===== src/rtl/decode_queue.sv =====
// Decode stage: circular instruction buffer feeding a registered RV32I decode slot
// handed to dispatch over a valid/ready handshake, with synchronous flush.
module decode_queue #(
    parameter int unsigned ADDR_W = 32,
    parameter int unsigned DEPTH  = 8,
    parameter int unsigned PTR_W  = 3,
    parameter int unsigned TYPE_W = 6
) (
    input  logic              clk_in,
    input  logic              rst_in,
    input  logic              rdy_in,
    input  logic              flush_in,
    input  logic              fetch_valid,
    input  logic [31:0]       fetch_ins,
    input  logic [ADDR_W-1:0] fetch_pc,
    output logic              fetch_ready,
    input  logic              out_ready,
    output logic              out_valid,
    output logic [ADDR_W-1:0] out_pc,
    output logic [TYPE_W-1:0] out_type,
    output logic [31:0]       out_imm,
    output logic [4:0]        out_rd,
    output logic [4:0]        out_rs1,
    output logic [4:0]        out_rs2,
    output logic              out_rs1_used,
    output logic              out_rs2_used,
    output logic              out_writes_rd,
    output logic              out_is_lsu,
    output logic              out_is_branch,
    output logic              out_is_store,
    output logic              out_illegal,
    output logic [PTR_W:0]    count
);
    localparam int unsigned CNT_W = PTR_W + 1;

    // Instruction type codes; 0 is reserved for illegal encodings.
    localparam logic [TYPE_W-1:0]
        T_LUI  = TYPE_W'(1),  T_AUIPC = TYPE_W'(2),  T_JAL   = TYPE_W'(3),  T_JALR  = TYPE_W'(4),
        T_BEQ  = TYPE_W'(5),  T_BNE   = TYPE_W'(6),  T_BLT   = TYPE_W'(7),  T_BGE   = TYPE_W'(8),
        T_BLTU = TYPE_W'(9),  T_BGEU  = TYPE_W'(10), T_LB    = TYPE_W'(11), T_LH    = TYPE_W'(12),
        T_LW   = TYPE_W'(13), T_LBU   = TYPE_W'(14), T_LHU   = TYPE_W'(15), T_SB    = TYPE_W'(16),
        T_SH   = TYPE_W'(17), T_SW    = TYPE_W'(18), T_ADDI  = TYPE_W'(19), T_SLTI  = TYPE_W'(20),
        T_SLTIU= TYPE_W'(21), T_XORI  = TYPE_W'(22), T_ORI   = TYPE_W'(23), T_ANDI  = TYPE_W'(24),
        T_SLLI = TYPE_W'(25), T_SRLI  = TYPE_W'(26), T_SRAI  = TYPE_W'(27), T_ADD   = TYPE_W'(28),
        T_SUB  = TYPE_W'(29), T_SLL   = TYPE_W'(30), T_SLT   = TYPE_W'(31), T_SLTU  = TYPE_W'(32),
        T_XOR  = TYPE_W'(33), T_SRL   = TYPE_W'(34), T_SRA   = TYPE_W'(35), T_OR    = TYPE_W'(36),
        T_AND  = TYPE_W'(37), T_FENCE = TYPE_W'(38), T_ECALL = TYPE_W'(39), T_EBREAK= TYPE_W'(40);

    logic [31:0]       ins_mem [DEPTH];
    logic [ADDR_W-1:0] pc_mem  [DEPTH];
    logic [PTR_W-1:0]  wr_ptr, rd_ptr;
    logic              push, load;

    logic [31:0]       head_ins;
    logic [ADDR_W-1:0] head_pc;
    logic [6:0]        opc, f7;
    logic [2:0]        f3;
    logic [31:0]       imm_i, imm_s, imm_b, imm_u, imm_j, imm_sh;
    logic [TYPE_W-1:0] d_type;
    logic [31:0]       d_imm;
    logic              d_rs1u, d_rs2u, d_lsu, d_br, d_st, d_ill;

    assign fetch_ready = (count < CNT_W'(DEPTH));
    assign push = rdy_in & fetch_valid & fetch_ready & ~flush_in;
    assign load = rdy_in & ~flush_in & (count != '0) & (~out_valid | out_ready);

    assign head_ins = ins_mem[rd_ptr];
    assign head_pc  = pc_mem[rd_ptr];
    assign opc      = head_ins[6:0];
    assign f3       = head_ins[14:12];
    assign f7       = head_ins[31:25];
    assign imm_i    = {{20{head_ins[31]}}, head_ins[31:20]};
    assign imm_s    = {{20{head_ins[31]}}, head_ins[31:25], head_ins[11:7]};
    assign imm_b    = {{19{head_ins[31]}}, head_ins[31], head_ins[7], head_ins[30:25], head_ins[11:8], 1'b0};
    assign imm_u    = {head_ins[31:12], 12'b0};
    assign imm_j    = {{11{head_ins[31]}}, head_ins[31], head_ins[19:12], head_ins[20], head_ins[30:21], 1'b0};
    assign imm_sh   = {27'b0, head_ins[24:20]};

    // Head-entry decode; illegal encodings collapse to a neutral record.
    always_comb begin
        d_type = '0; d_imm = '0; d_rs1u = 1'b1; d_rs2u = 1'b0;
        d_lsu = 1'b0; d_br = 1'b0; d_st = 1'b0; d_ill = 1'b0;
        case (opc)
            7'h37: begin d_type = T_LUI;   d_imm = imm_u; d_rs1u = 1'b0; end
            7'h17: begin d_type = T_AUIPC; d_imm = imm_u; d_rs1u = 1'b0; end
            7'h6F: begin d_type = T_JAL;   d_imm = imm_j; d_rs1u = 1'b0; end
            7'h67: begin d_type = T_JALR;  d_imm = imm_i; d_ill = (f3 != 3'b000); end
            7'h63: begin
                d_br = 1'b1; d_rs2u = 1'b1; d_imm = imm_b;
                case (f3)
                    3'b000: d_type = T_BEQ;
                    3'b001: d_type = T_BNE;
                    3'b100: d_type = T_BLT;
                    3'b101: d_type = T_BGE;
                    3'b110: d_type = T_BLTU;
                    3'b111: d_type = T_BGEU;
                    default: d_ill = 1'b1;
                endcase
            end
            7'h03: begin
                d_lsu = 1'b1; d_imm = imm_i;
                case (f3)
                    3'b000: d_type = T_LB;
                    3'b001: d_type = T_LH;
                    3'b010: d_type = T_LW;
                    3'b100: d_type = T_LBU;
                    3'b101: d_type = T_LHU;
                    default: d_ill = 1'b1;
                endcase
            end
            7'h23: begin
                d_lsu = 1'b1; d_st = 1'b1; d_rs2u = 1'b1; d_imm = imm_s;
                case (f3)
                    3'b000: d_type = T_SB;
                    3'b001: d_type = T_SH;
                    3'b010: d_type = T_SW;
                    default: d_ill = 1'b1;
                endcase
            end
            7'h13: begin
                d_imm = imm_i;
                case (f3)
                    3'b000: d_type = T_ADDI;
                    3'b010: d_type = T_SLTI;
                    3'b011: d_type = T_SLTIU;
                    3'b100: d_type = T_XORI;
                    3'b110: d_type = T_ORI;
                    3'b111: d_type = T_ANDI;
                    3'b001: begin d_imm = imm_sh; d_type = T_SLLI; d_ill = (f7 != 7'h00); end
                    default: begin
                        d_imm = imm_sh;
                        if (f7 == 7'h00)      d_type = T_SRLI;
                        else if (f7 == 7'h20) d_type = T_SRAI;
                        else                  d_ill = 1'b1;
                    end
                endcase
            end
            7'h33: begin
                d_rs2u = 1'b1;
                case ({f7, f3})
                    {7'h00, 3'b000}: d_type = T_ADD;
                    {7'h20, 3'b000}: d_type = T_SUB;
                    {7'h00, 3'b001}: d_type = T_SLL;
                    {7'h00, 3'b010}: d_type = T_SLT;
                    {7'h00, 3'b011}: d_type = T_SLTU;
                    {7'h00, 3'b100}: d_type = T_XOR;
                    {7'h00, 3'b101}: d_type = T_SRL;
                    {7'h20, 3'b101}: d_type = T_SRA;
                    {7'h00, 3'b110}: d_type = T_OR;
                    {7'h00, 3'b111}: d_type = T_AND;
                    default: d_ill = 1'b1;
                endcase
            end
            7'h0F: begin d_type = T_FENCE; d_imm = imm_i; d_ill = (f3 != 3'b000); end
            7'h73: begin
                d_imm = imm_i;
                if (head_ins == 32'h0000_0073)      d_type = T_ECALL;
                else if (head_ins == 32'h0010_0073) d_type = T_EBREAK;
                else                                d_ill = 1'b1;
            end
            default: d_ill = 1'b1;
        endcase
        if (d_ill) begin
            d_type = '0; d_imm = '0; d_rs1u = 1'b0; d_rs2u = 1'b0;
            d_lsu = 1'b0; d_br = 1'b0; d_st = 1'b0;
        end
    end

    // Buffer storage needs no reset: entries are only read once written.
    always_ff @(posedge clk_in) begin
        if (push) begin
            ins_mem[wr_ptr] <= fetch_ins;
            pc_mem[wr_ptr]  <= fetch_pc;
        end
    end

    always_ff @(posedge clk_in or negedge rst_in) begin
        if (!rst_in) begin
            wr_ptr <= '0; rd_ptr <= '0; count <= '0; out_valid <= 1'b0;
            out_pc <= '0; out_type <= '0; out_imm <= '0;
            out_rd <= '0; out_rs1 <= '0; out_rs2 <= '0;
            out_rs1_used <= 1'b0; out_rs2_used <= 1'b0; out_writes_rd <= 1'b0;
            out_is_lsu <= 1'b0; out_is_branch <= 1'b0; out_is_store <= 1'b0; out_illegal <= 1'b0;
        end else if (flush_in) begin
            wr_ptr <= '0; rd_ptr <= '0; count <= '0; out_valid <= 1'b0;
        end else if (rdy_in) begin
            if (push) wr_ptr <= wr_ptr + PTR_W'(1);
            if (load) begin
                rd_ptr        <= rd_ptr + PTR_W'(1);
                out_valid     <= 1'b1;
                out_pc        <= head_pc;
                out_type      <= d_type;
                out_imm       <= d_imm;
                out_rd        <= head_ins[11:7];
                out_rs1       <= d_rs1u ? head_ins[19:15] : 5'd0;
                out_rs2       <= d_rs2u ? head_ins[24:20] : 5'd0;
                out_rs1_used  <= d_rs1u;
                out_rs2_used  <= d_rs2u;
                out_writes_rd <= (head_ins[11:7] != 5'd0) & ~d_st & ~d_br & ~d_ill;
                out_is_lsu    <= d_lsu;
                out_is_branch <= d_br;
                out_is_store  <= d_st;
                out_illegal   <= d_ill;
            end else if (out_valid & out_ready) begin
                out_valid <= 1'b0;
            end
            case ({push, load})
                2'b10:   count <= count + CNT_W'(1);
                2'b01:   count <= count - CNT_W'(1);
                default: count <= count;
            endcase
        end
    end
endmodule


===== config.mk =====
export PLATFORM = sky130hd
export DESIGN_NAME = decode_queue
export DESIGN_NICKNAME = d
export VERILOG_FILES = /design/src/rtl/decode_queue.sv
export SDC_FILE = /design/constraint.sdc
export NUM_CORES = 1
export LEC_CHECK = 0
export BUFFER_PORTS_ARGS = -buffer_cell sky130_fd_sc_hd__buf_2
export CAP_MARGIN = 20
export CORE_MARGIN = 8
export CORE_UTILIZATION = 40
export DETAILED_ROUTE_END_ITERATION = 8
export PLACE_DENSITY = 0.54
export SYNTH_ARGS = -nofsm -noshare
export SYNTH_HDL_FRONTEND = slang
export SYNTH_SLANG_ARGS = --single-unit

===== constraint.sdc =====
create_clock -name clk_in -period 10.6 [get_ports clk_in]
set_input_delay 2.65 -clock clk_in [delete_from_list [all_inputs] [get_ports clk_in]]
set_output_delay 2.65 -clock clk_in [all_outputs]
set_load 0.02 [all_outputs]

==> results of run 1 <==
## routing by layer
layer	vias up	wire, µm	GRT usage
li1	5790	-	-
met1	6898	26300	0.231
met2	359	27800	0.269
met3	100	3680	0.0376
met4	10	1420	0.0504
met5	-	60	0
## critical path: stages, from the launching register on
cell and delay, ps:
dfrtp_4 770, buf_4 760, buf_4 800, a2111oi_0 150, a31oi_1 210, o211ai_1 310
nor2_1 390, nand2_1 120, a2111oi_2 390, and3_1 1000, a32o_1 310
## final cells by class
type,count,area [µm²]
Inverter,7,26.3
Multi-Input combinational cell,659,6120
Clock buffer,97,1810
Clock inverter,19,153
Fill cell,5078,32100
Antenna cell,3,7.51
Tap cell,782,978
Sequential cell,615,18000
Timing Repair Buffer,195,1060
## registers in the layout (all words and copies together) (netlist names), 3 cells and up
name / flops
ins_mem: 256
pc_mem: 256
out_imm: 32
out_pc: 32
out_type: 6
out_rd: 5
out_rs1: 5
out_rs2: 5
count: 4
rd_ptr: 3
wr_ptr: 3
## kinds of logic (layout without fill, tap and decap cells)
kind of cell               count (synthesis)  after routing  synth area share
AOI/OAI and AO/OA                        194            194            0.0520
other                                      0              3                 0
buffers and inverters                     76            318            0.0146
and+or+nand+nor                          253            253            0.0471
muxes                                    199            199             0.143
xor gates and xnor gates                   8              8           0.00288
DFF                                      615            615             0.737
adders and majority gates                  5              5           0.00288
## worst paths after layout
path | from | to | slack [ps] | depth (start not counted)
hold / removal | out_pc[23] | out_pc[23] | 480 | 2
max in group asynchronous | rst_in | out_writes_rd | 7180 | 2
hold reg to reg | out_pc[23] | out_pc[23] | 480 | 2
setup / recovery | rd_ptr[1] | out_imm[6] | 5250 | 10
setup reg to reg | rd_ptr[1] | out_imm[6] | 5250 | 10
min in group asynchronous | rst_in | out_pc[9] | 2090 | 1
## synth_stat cells (all sizes together), types with 8 or more instances
master    n
nor2     50
o22ai     9
buf      43
nand2   126
a22o      8
edfxtp  512
o21ai    74
mux4    117
mux2i    56
a21oi    35
a22oi     8
a32o     17
clkbuf   26
nor3     21
mux2     26
dfrtp   103
## per-stage QoR
stage	setup WS (ps)	utilization
after global placement	4980	0.433
after floorplan	2490	-
after CTS	5210	0.467
after detailed placement	5110	0.434
final	5250	0.467
after global routing	4830	0.467
## power by group through the flow
| stage | Combinational, mW | Sequential [mW] | Clock (mW) |
|---|---|---|---|
| 2_1_floorplan | 0.353 | 2.90 | 0 |
| 3_3_place_gp | 0.661 | 2.84 | 0 |
| 3_5_place_dp | 0.664 | 2.84 | 0 |
| 4_1_cts | 0.666 | 2.79 | 2.14 |
| 5_1_grt | 0.716 | 2.80 | 2.23 |
| 6_report | 0.657 | 2.79 | 2.09 |
==> flow_metrics.py, run 1 <==
metrics = {
    "status": {
        "status": "completed",
    },
    "placement": {
        "dpl.hpwl_um": 35400,
        "dp.cells": 2258,
        "placedInstanceArea_um2": 26100,
        "io_buffers": 167,
        "globalplace.congestion": 0.830,
    },
    "timing": {
        "slew_headroom": 0.221,
        "setup_tns_ps": 0,
        "report.final.slew_viol_count": 0,
        "fmax_ghz": 0.187,
        "setup_violations": 0,
        "worst_pin_slew_ps": 1170,
        "fin_skew_ps": 15.9,
        "finalHoldViolations": 0,
        "rsz0062_at_grt": "false",
        "finalCritPeriodShare": 0.504,
        "fin_crit_ps": 5350,
        "hold_ws_ps": 478,
    },
    "global_routing": {
        "grt_pass1_wl_um": 88900,
        "grt_max_degree": 72,
        "grt-ovfl-total": 0,
        "grt_use_total": 0.169,
        "grt_pass1_vias": 13600,
        "antenna_found_initial": 12,
    },
    "route": {
        "drt.antenna.violating_nets": 0,
        "post-route-drc-count": 0,
        "dr_total_vias": 13200,
        "drt_iter0_markers": 942,
        "vias_per_cell": 5.54,
        "routed_wl_um": 59200,
        "wire_per_inst_um": 24.9,
        "drt-pass1-iter-count": 5,
    },
    "synth": {
        "ys.flop_type": "edfxtp_1",
        "synth_top_area_cell": "edfxtp_1",
        "synth_area_leaders": "edfxtp_1, mux4_2, dfrtp_1, mux2i_1, nand2_1",
        "synth_cells": 1350,
        "syn-cell-area_um2": 24400,
        "synth_cell_type_count": 65,
        "yosysWarnings": 0,
        "async_flop_share": 0.167,
        "ys_ff_latch": 615,
        "syn_avg_cell_area_um2": 18.0,
        "yosys.area.top_type_share": 0.631,
        "syn-num-nets": 1425,
        "synth_edf_count": 512,
        "synth_seq_area_share": 0.737,
    },
    "die": {
        "fp.dieArea_um2": 69000,
        "die_h_um": 263,
        "fp.dieW_um": 263,
        "core_um2": 60200,
        "start_util": 0.404,
        "rows": 90,
        "io_pins": 168,
    },
    "power_and_ir_drop": {
        "intPower_mw": 4.16,
        "power_frac_comb": 0.119,
        "p_per_area_nw_per_um2": 197,
        "power.total_mw": 5.53,
        "p_clk_frac": 0.377,
        "seq_power_share": 0.504,
        "switching_share": 0.248,
        "leakagePower_nw": 9.51,
        "vdd_drop_max_mv": 0.124,
        "switchingPower_mw": 1.37,
    },
    "worst_setup_path": {
        "start_kind": "flip-flop",
        "critical_path_class": "reg -> reg",
        "cp-end-kind": "flip-flop",
        "cp_data_arrival_time_ps": 5900,
        "crit_fanout": 56,
        "cp.required_ps": 11150,
    },
    "clocking": {
        "htree_levels": 2,
        "post-cts-setup-buffers": 0,
        "cts_sinks": 615,
        "cts-root-buf": "clkbuf_16",
        "cts_tree": "built",
        "clkTransAtPathRegs_ps": 60,
        "clock_path_buffers": 3,
        "insertion_delay_ps": 630,
        "cts_resized": 0,
        "cts_made_buffers": 61,
        "cts_hold_buf": 0,
    },
    "cells_and_area": {
        "drive_gt1_frac": 0.285,
        "layout_commonest_cell": "edfxtp_1",
        "fin_cells": 2377,
        "final_cell_mix": "edfxtp_1, buf_2, nand2_1, mux4_2, dfrtp_1",
        "syn2layout_area_growth_pct": 15.4,
        "fin_area_um2": 28100,
        "nNetsFinal": 1614,
    },
    "run": {
        "maxCapViolCount": 0,
    },
    "min_path": {
        "hold_class": "reg -> reg",
    },
}
(Power assumes the default switching activity.)
==> run 2: changes to the inputs <==
==> constraint.sdc (replaced) <==
create_clock -name clk_in -period 5.2 [get_ports clk_in]
set_input_delay 1.3 -clock clk_in [delete_from_list [all_inputs] [get_ports clk_in]]
set_output_delay 1.3 -clock clk_in [all_outputs]
set_load 0.02 [all_outputs]
==> flow_metrics.py, run 2 (synthesis gave the netlist of run 1 again) <==
metrics = {
    "status": {
        "status": "completed",
    },
    "clocking": {
        "cts-root-buf": "clkbuf_16",
        "cts_made_buffers": 61,
        "clkTransAtPathRegs_ps": 60,
        "cts_sinks": 615,
        "insertion_delay_ps": 640,
        "cts_resized": 0,
        "cts_tree": "built",
        "htree_levels": 2,
        "cts_hold_buf": 0,
        "post-cts-setup-buffers": 0,
        "clock_path_buffers": 3,
    },
    "global_routing": {
        "grt-ovfl-total": 0,
        "antenna_found_initial": 14,
        "grt_use_total": 0.169,
        "grt_max_degree": 72,
        "grt_pass1_vias": 13700,
        "grt_pass1_wl_um": 89700,
    },
    "worst_setup_path": {
        "cp-startpoint": "rd_ptr[0]",
        "cp.required_ps": 5740,
        "cp-endpoint": "out_imm[20]",
        "r2r-start": "rd_ptr[0]",
        "worstReg2RegEnd": "out_imm[20]",
        "reg2regPathDepth": 9,
        "start_kind": "flip-flop",
        "crit_fanout": 53,
        "regToRegSetupSlack_ps": 1040,
        "cp-end-kind": "flip-flop",
        "critical_path_class": "reg -> reg",
        "cp_data_arrival_time_ps": 4700,
    },
    "power_and_ir_drop": {
        "p_per_area_nw_per_um2": 402,
        "vdd_drop_max_mv": 0.248,
        "leakagePower_nw": 9.63,
        "power.total_mw": 11.4,
    },
    "die": {
        "io_pins": 168,
        "fp.dieArea_um2": 69000,
        "core_um2": 60200,
        "start_util": 0.404,
        "rows": 90,
        "die_h_um": 263,
        "fp.dieW_um": 263,
    },
    "timing": {
        "worst_pin_slew_ps": 987,
        "rsz0062_at_grt": "false",
        "slew_headroom": 0.342,
        "setup_violations": 0,
        "finalCritPeriodShare": 0.800,
        "report.final.slew_viol_count": 0,
        "fmax_ghz": 0.240,
        "fin_skew_ps": 21.4,
        "fin_crit_ps": 4160,
        "finalHoldViolations": 0,
        "setup_tns_ps": 0,
    },
    "route": {
        "drt_iter0_markers": 1201,
        "drt.antenna.violating_nets": 0,
        "routed_wl_um": 58900,
        "wire_per_inst_um": 24.6,
        "dr_total_vias": 13100,
        "post-route-drc-count": 0,
        "drt-pass1-iter-count": 5,
        "vias_per_cell": 5.47,
    },
    "cells_and_area": {
        "final_cell_mix": "edfxtp_1, buf_2, nand2_1, mux4_2, dfrtp_1",
        "reg_top3": "ins_mem x256, pc_mem x256",
        "drive_gt1_frac": 0.292,
        "syn2layout_area_growth_pct": 16.6,
        "layout_commonest_cell": "edfxtp_1",
        "nNetsFinal": 1630,
    },
    "min_path": {
        "min_from": "out_pc[10]",
        "hold_class": "reg -> reg",
    },
    "run": {
        "maxCapViolCount": 0,
    },
    "placement": {
        "dpl.hpwl_um": 36500,
        "globalplace.congestion": 0.914,
        "io_buffers": 167,
    },
}
[run 2: final cells by class]
| class | instances | area, µm² |
|---|---|---|
| diodes | 7 | 17.5 |
| clock inverters | 34 | 334 |
| inverters | 7 | 26.3 |
| fillers | 5070 | 31900 |
| well taps | 782 | 978 |
| multi-input cells | 659 | 6130 |
| clock buffers | 82 | 1680 |
| repair buffers | 211 | 1260 |
| flip-flops and latches | 615 | 18000 |
[run 2: layer usage]
metal / vias to the layer above / wire [µm] / global-route usage
met3: 87 / 3500 / 0.0367
li1: 5834 / - / -
met2: 372 / 27900 / 0.270
met4: 8 / 1050 / 0.0404
met1: 6818 / 26400 / 0.235
met5: - / 50 / 0
[run 2: how the worst min path moves through the flow]
stage / end / slack [ps] / cells past startpoint
2_1_floorplan: rd_ptr[1] / 540 / 3
5_1_grt: out_imm[0] / 510 / 1
6_report: out_pc[10] / 470 / 2
3_3_place_gp: out_pc[27] / 460 / 2
3_5_place_dp: out_pc[10] / 470 / 2
4_1_cts: out_pc[2] / 480 / 2
[run 2: critical path, cell delays in order, from the launching register on]
cell	delay, ps
dfrtp_4	1070
mux4_2	620
mux2i_1	470
nand2_1	320
o31a_1	350
o211ai_1	170
buf_4	180
nor2b_1	610
a21oi_1	80
o21ai_0	170
[run 2: through the flow]
step	cell area [µm²]	setup WS (ps)	std cells	hold WS, ps	utilization
global placement	26300	1040	2273	458	0.437
CTS	28300	968	2389	479	0.471
detailed placement	26300	996	2273	465	0.437
finish	28400	1040	2397	473	0.471
global route	28400	623	2392	510	0.471
floorplan	24400	156	1350	543	-
[run 2: power breakdown]
part,switching [mW],leakage [nW],internal [mW]
Combinational,0.833,2.65,0.530
Sequential,0.159,5.98,5.53
Clock,1.85,0.992,2.52
==> run 3: changes to the inputs <==
--- a/config.mk
+++ b/config.mk
@@ -10,7 +10,7 @@
 export CORE_MARGIN = 8
 export CORE_UTILIZATION = 40
 export DETAILED_ROUTE_END_ITERATION = 8
-export PLACE_DENSITY = 0.54
+export PLACE_DENSITY = 0.56
 export SYNTH_ARGS = -nofsm -noshare
 export SYNTH_HDL_FRONTEND = slang
 export SYNTH_SLANG_ARGS = --single-unit
==> constraint.sdc (replaced) <==
create_clock -name clk_in -period 3.5 [get_ports clk_in]
set_input_delay 0.875 -clock clk_in [delete_from_list [all_inputs] [get_ports clk_in]]
set_output_delay 0.875 -clock clk_in [all_outputs]
set_load 0.02 [all_outputs]
==> flow_metrics.py, run 3 (synthesis gave the netlist of run 1 again) <==
metrics = {
    "global_routing": {
        "grt_use_total": 0.172,
        "antenna_found_initial": 12,
        "grt-ovfl-total": 0,
        "grt_pass1_wl_um": 90600,
        "grt_pass1_vias": 13900,
        "grt_max_degree": 69,
    },
    "clocking": {
        "cts-root-buf": "clkbuf_16",
        "clock_path_buffers": 3,
        "cts_sinks": 615,
        "cts_tree": "built",
        "cts_made_buffers": 66,
        "cts_hold_buf": 0,
        "clkTransAtPathRegs_ps": 60,
        "insertion_delay_ps": 590,
        "htree_levels": 3,
    },
    "run": {
        "maxCapViolCount": 0,
    },
    "route": {
        "dr_total_vias": 13400,
        "drt.antenna.violating_nets": 0,
        "drt-pass1-iter-count": 5,
        "routed_wl_um": 60300,
        "drt_iter0_markers": 1045,
        "wire_per_inst_um": 24.7,
        "post-route-drc-count": 0,
        "vias_per_cell": 5.49,
    },
    "worst_setup_path": {
        "cp-end-kind": "flip-flop",
        "cp_data_arrival_time_ps": 3930,
        "start_kind": "flip-flop",
        "cp.required_ps": 4010,
        "crit_fanout": 20,
        "critical_path_class": "reg -> reg",
    },
    "cells_and_area": {
        "final_cell_mix": "edfxtp_1, buf_2, nand2_1, mux4_2, dfrtp_1",
        "drive_gt1_frac": 0.312,
        "syn2layout_area_growth_pct": 19.0,
        "fin_cells": 2438,
        "nNetsFinal": 1673,
        "layout_commonest_cell": "edfxtp_1",
        "reg_top3": "ins_mem x256, pc_mem x256",
    },
    "timing": {
        "report.final.slew_viol_count": 0,
        "finalHoldViolations": 0,
        "rsz0062_at_grt": "true",
        "layout_setup_ws_ps": 79.9,
        "slew_headroom": 0.345,
        "fin_crit_ps": 3420,
        "fmax_ghz": 0.292,
        "hold_ws_ps": 457,
        "finalCritPeriodShare": 0.977,
        "setup_violations": 0,
        "worst_pin_slew_ps": 983,
        "fin_skew_ps": 17.4,
    },
    "power_and_ir_drop": {
        "leakagePower_nw": 9.93,
        "power.total_mw": 17.4,
        "p_per_area_nw_per_um2": 602,
        "vdd_drop_max_mv": 0.299,
    },
    "die": {
        "start_util": 0.404,
        "io_pins": 168,
        "fp.dieW_um": 263,
        "core_um2": 60200,
        "die_h_um": 263,
        "fp.dieArea_um2": 69000,
        "rows": 90,
    },
    "placement": {
        "dp.cells": 2309,
        "globalplace.congestion": 0.901,
        "dpl.hpwl_um": 35200,
        "io_buffers": 167,
        "post-place-ws_ps": -78.4,
    },
    "status": {
        "status": "completed",
    },
    "min_path": {
        "hold_class": "in -> async",
    },
}
run 3: worst max-delay path, cell delays in order, from the launching register on:
cell and delay (ps):
dfrtp_4 540, buf_4 170, mux4_2 490, mux2_2 300, or4_4 450, nor3_4 250, a21bo_1 240, a32oi_1 240
and3_2 280, buf_12 170, a32o_1 190
run 3: where the power goes:
group          total (mW)  switching, mW  internal (mW)
Clock                6.84           2.79           4.06
Combinational        2.22           1.34          0.879
Sequential           8.39          0.173           8.21
run 3: path summary, 6_finish.rpt:
path / from / slack [ps] / cells after the start / end
max: rd_ptr[0] / 80 / 10 / out_rs2[4]
min: rst_in / 460 / 1 / out_pc[5]
max reg2reg: rd_ptr[0] / 80 / 10 / out_rs2[4]
min reg2reg: out_rd[3] / 470 / 2 / out_rd[3]
max in group asynchronous: rst_in / 2240 / 2 / out_is_store
min in group clk_in: out_rd[3] / 470 / 2 / out_rd[3]
run 3: layout make-up:
class	instances	area, µm²
fillers	5064	31300
flip-flops and latches	615	18000
multi-input cells	659	6170
clock buffers	97	1920
repair buffers	249	1680
well taps	782	978
clock inverters	25	238
inverters	7	26.3
diodes	4	10.0
run 3: layer usage:
| layer | track usage | routed length, µm | vias to the layer above |
|---|---|---|---|
| met1 | 0.232 | 26400 | 6994 |
| li1 | - | - | 5922 |
| met5 | 0 | 92 | - |
| met3 | 0.0399 | 3740 | 89 |
| met4 | 0.0576 | 1330 | 14 |
| met2 | 0.275 | 28800 | 373 |
run 3: timing repair:
item | in CTS | in global routing
endpoints found under the setup margin | 11 | 54
resized for setup | 1 | 7
buffers inserted | 0 | 2
gates cloned | 0 | 1
run 3: metrics by stage:
stage | area [µm²] | setup TNS, ps | utilization
2_1_floorplan | 24400 | -295490 | -
3_3_place_gp | 26700 | -286 | 0.444
3_5_place_dp | 26700 | -368 | 0.444
4_1_cts | 28900 | 0 | 0.479
5_1_grt | 29000 | -535 | 0.481
6_report | 29000 | 0 | 0.481
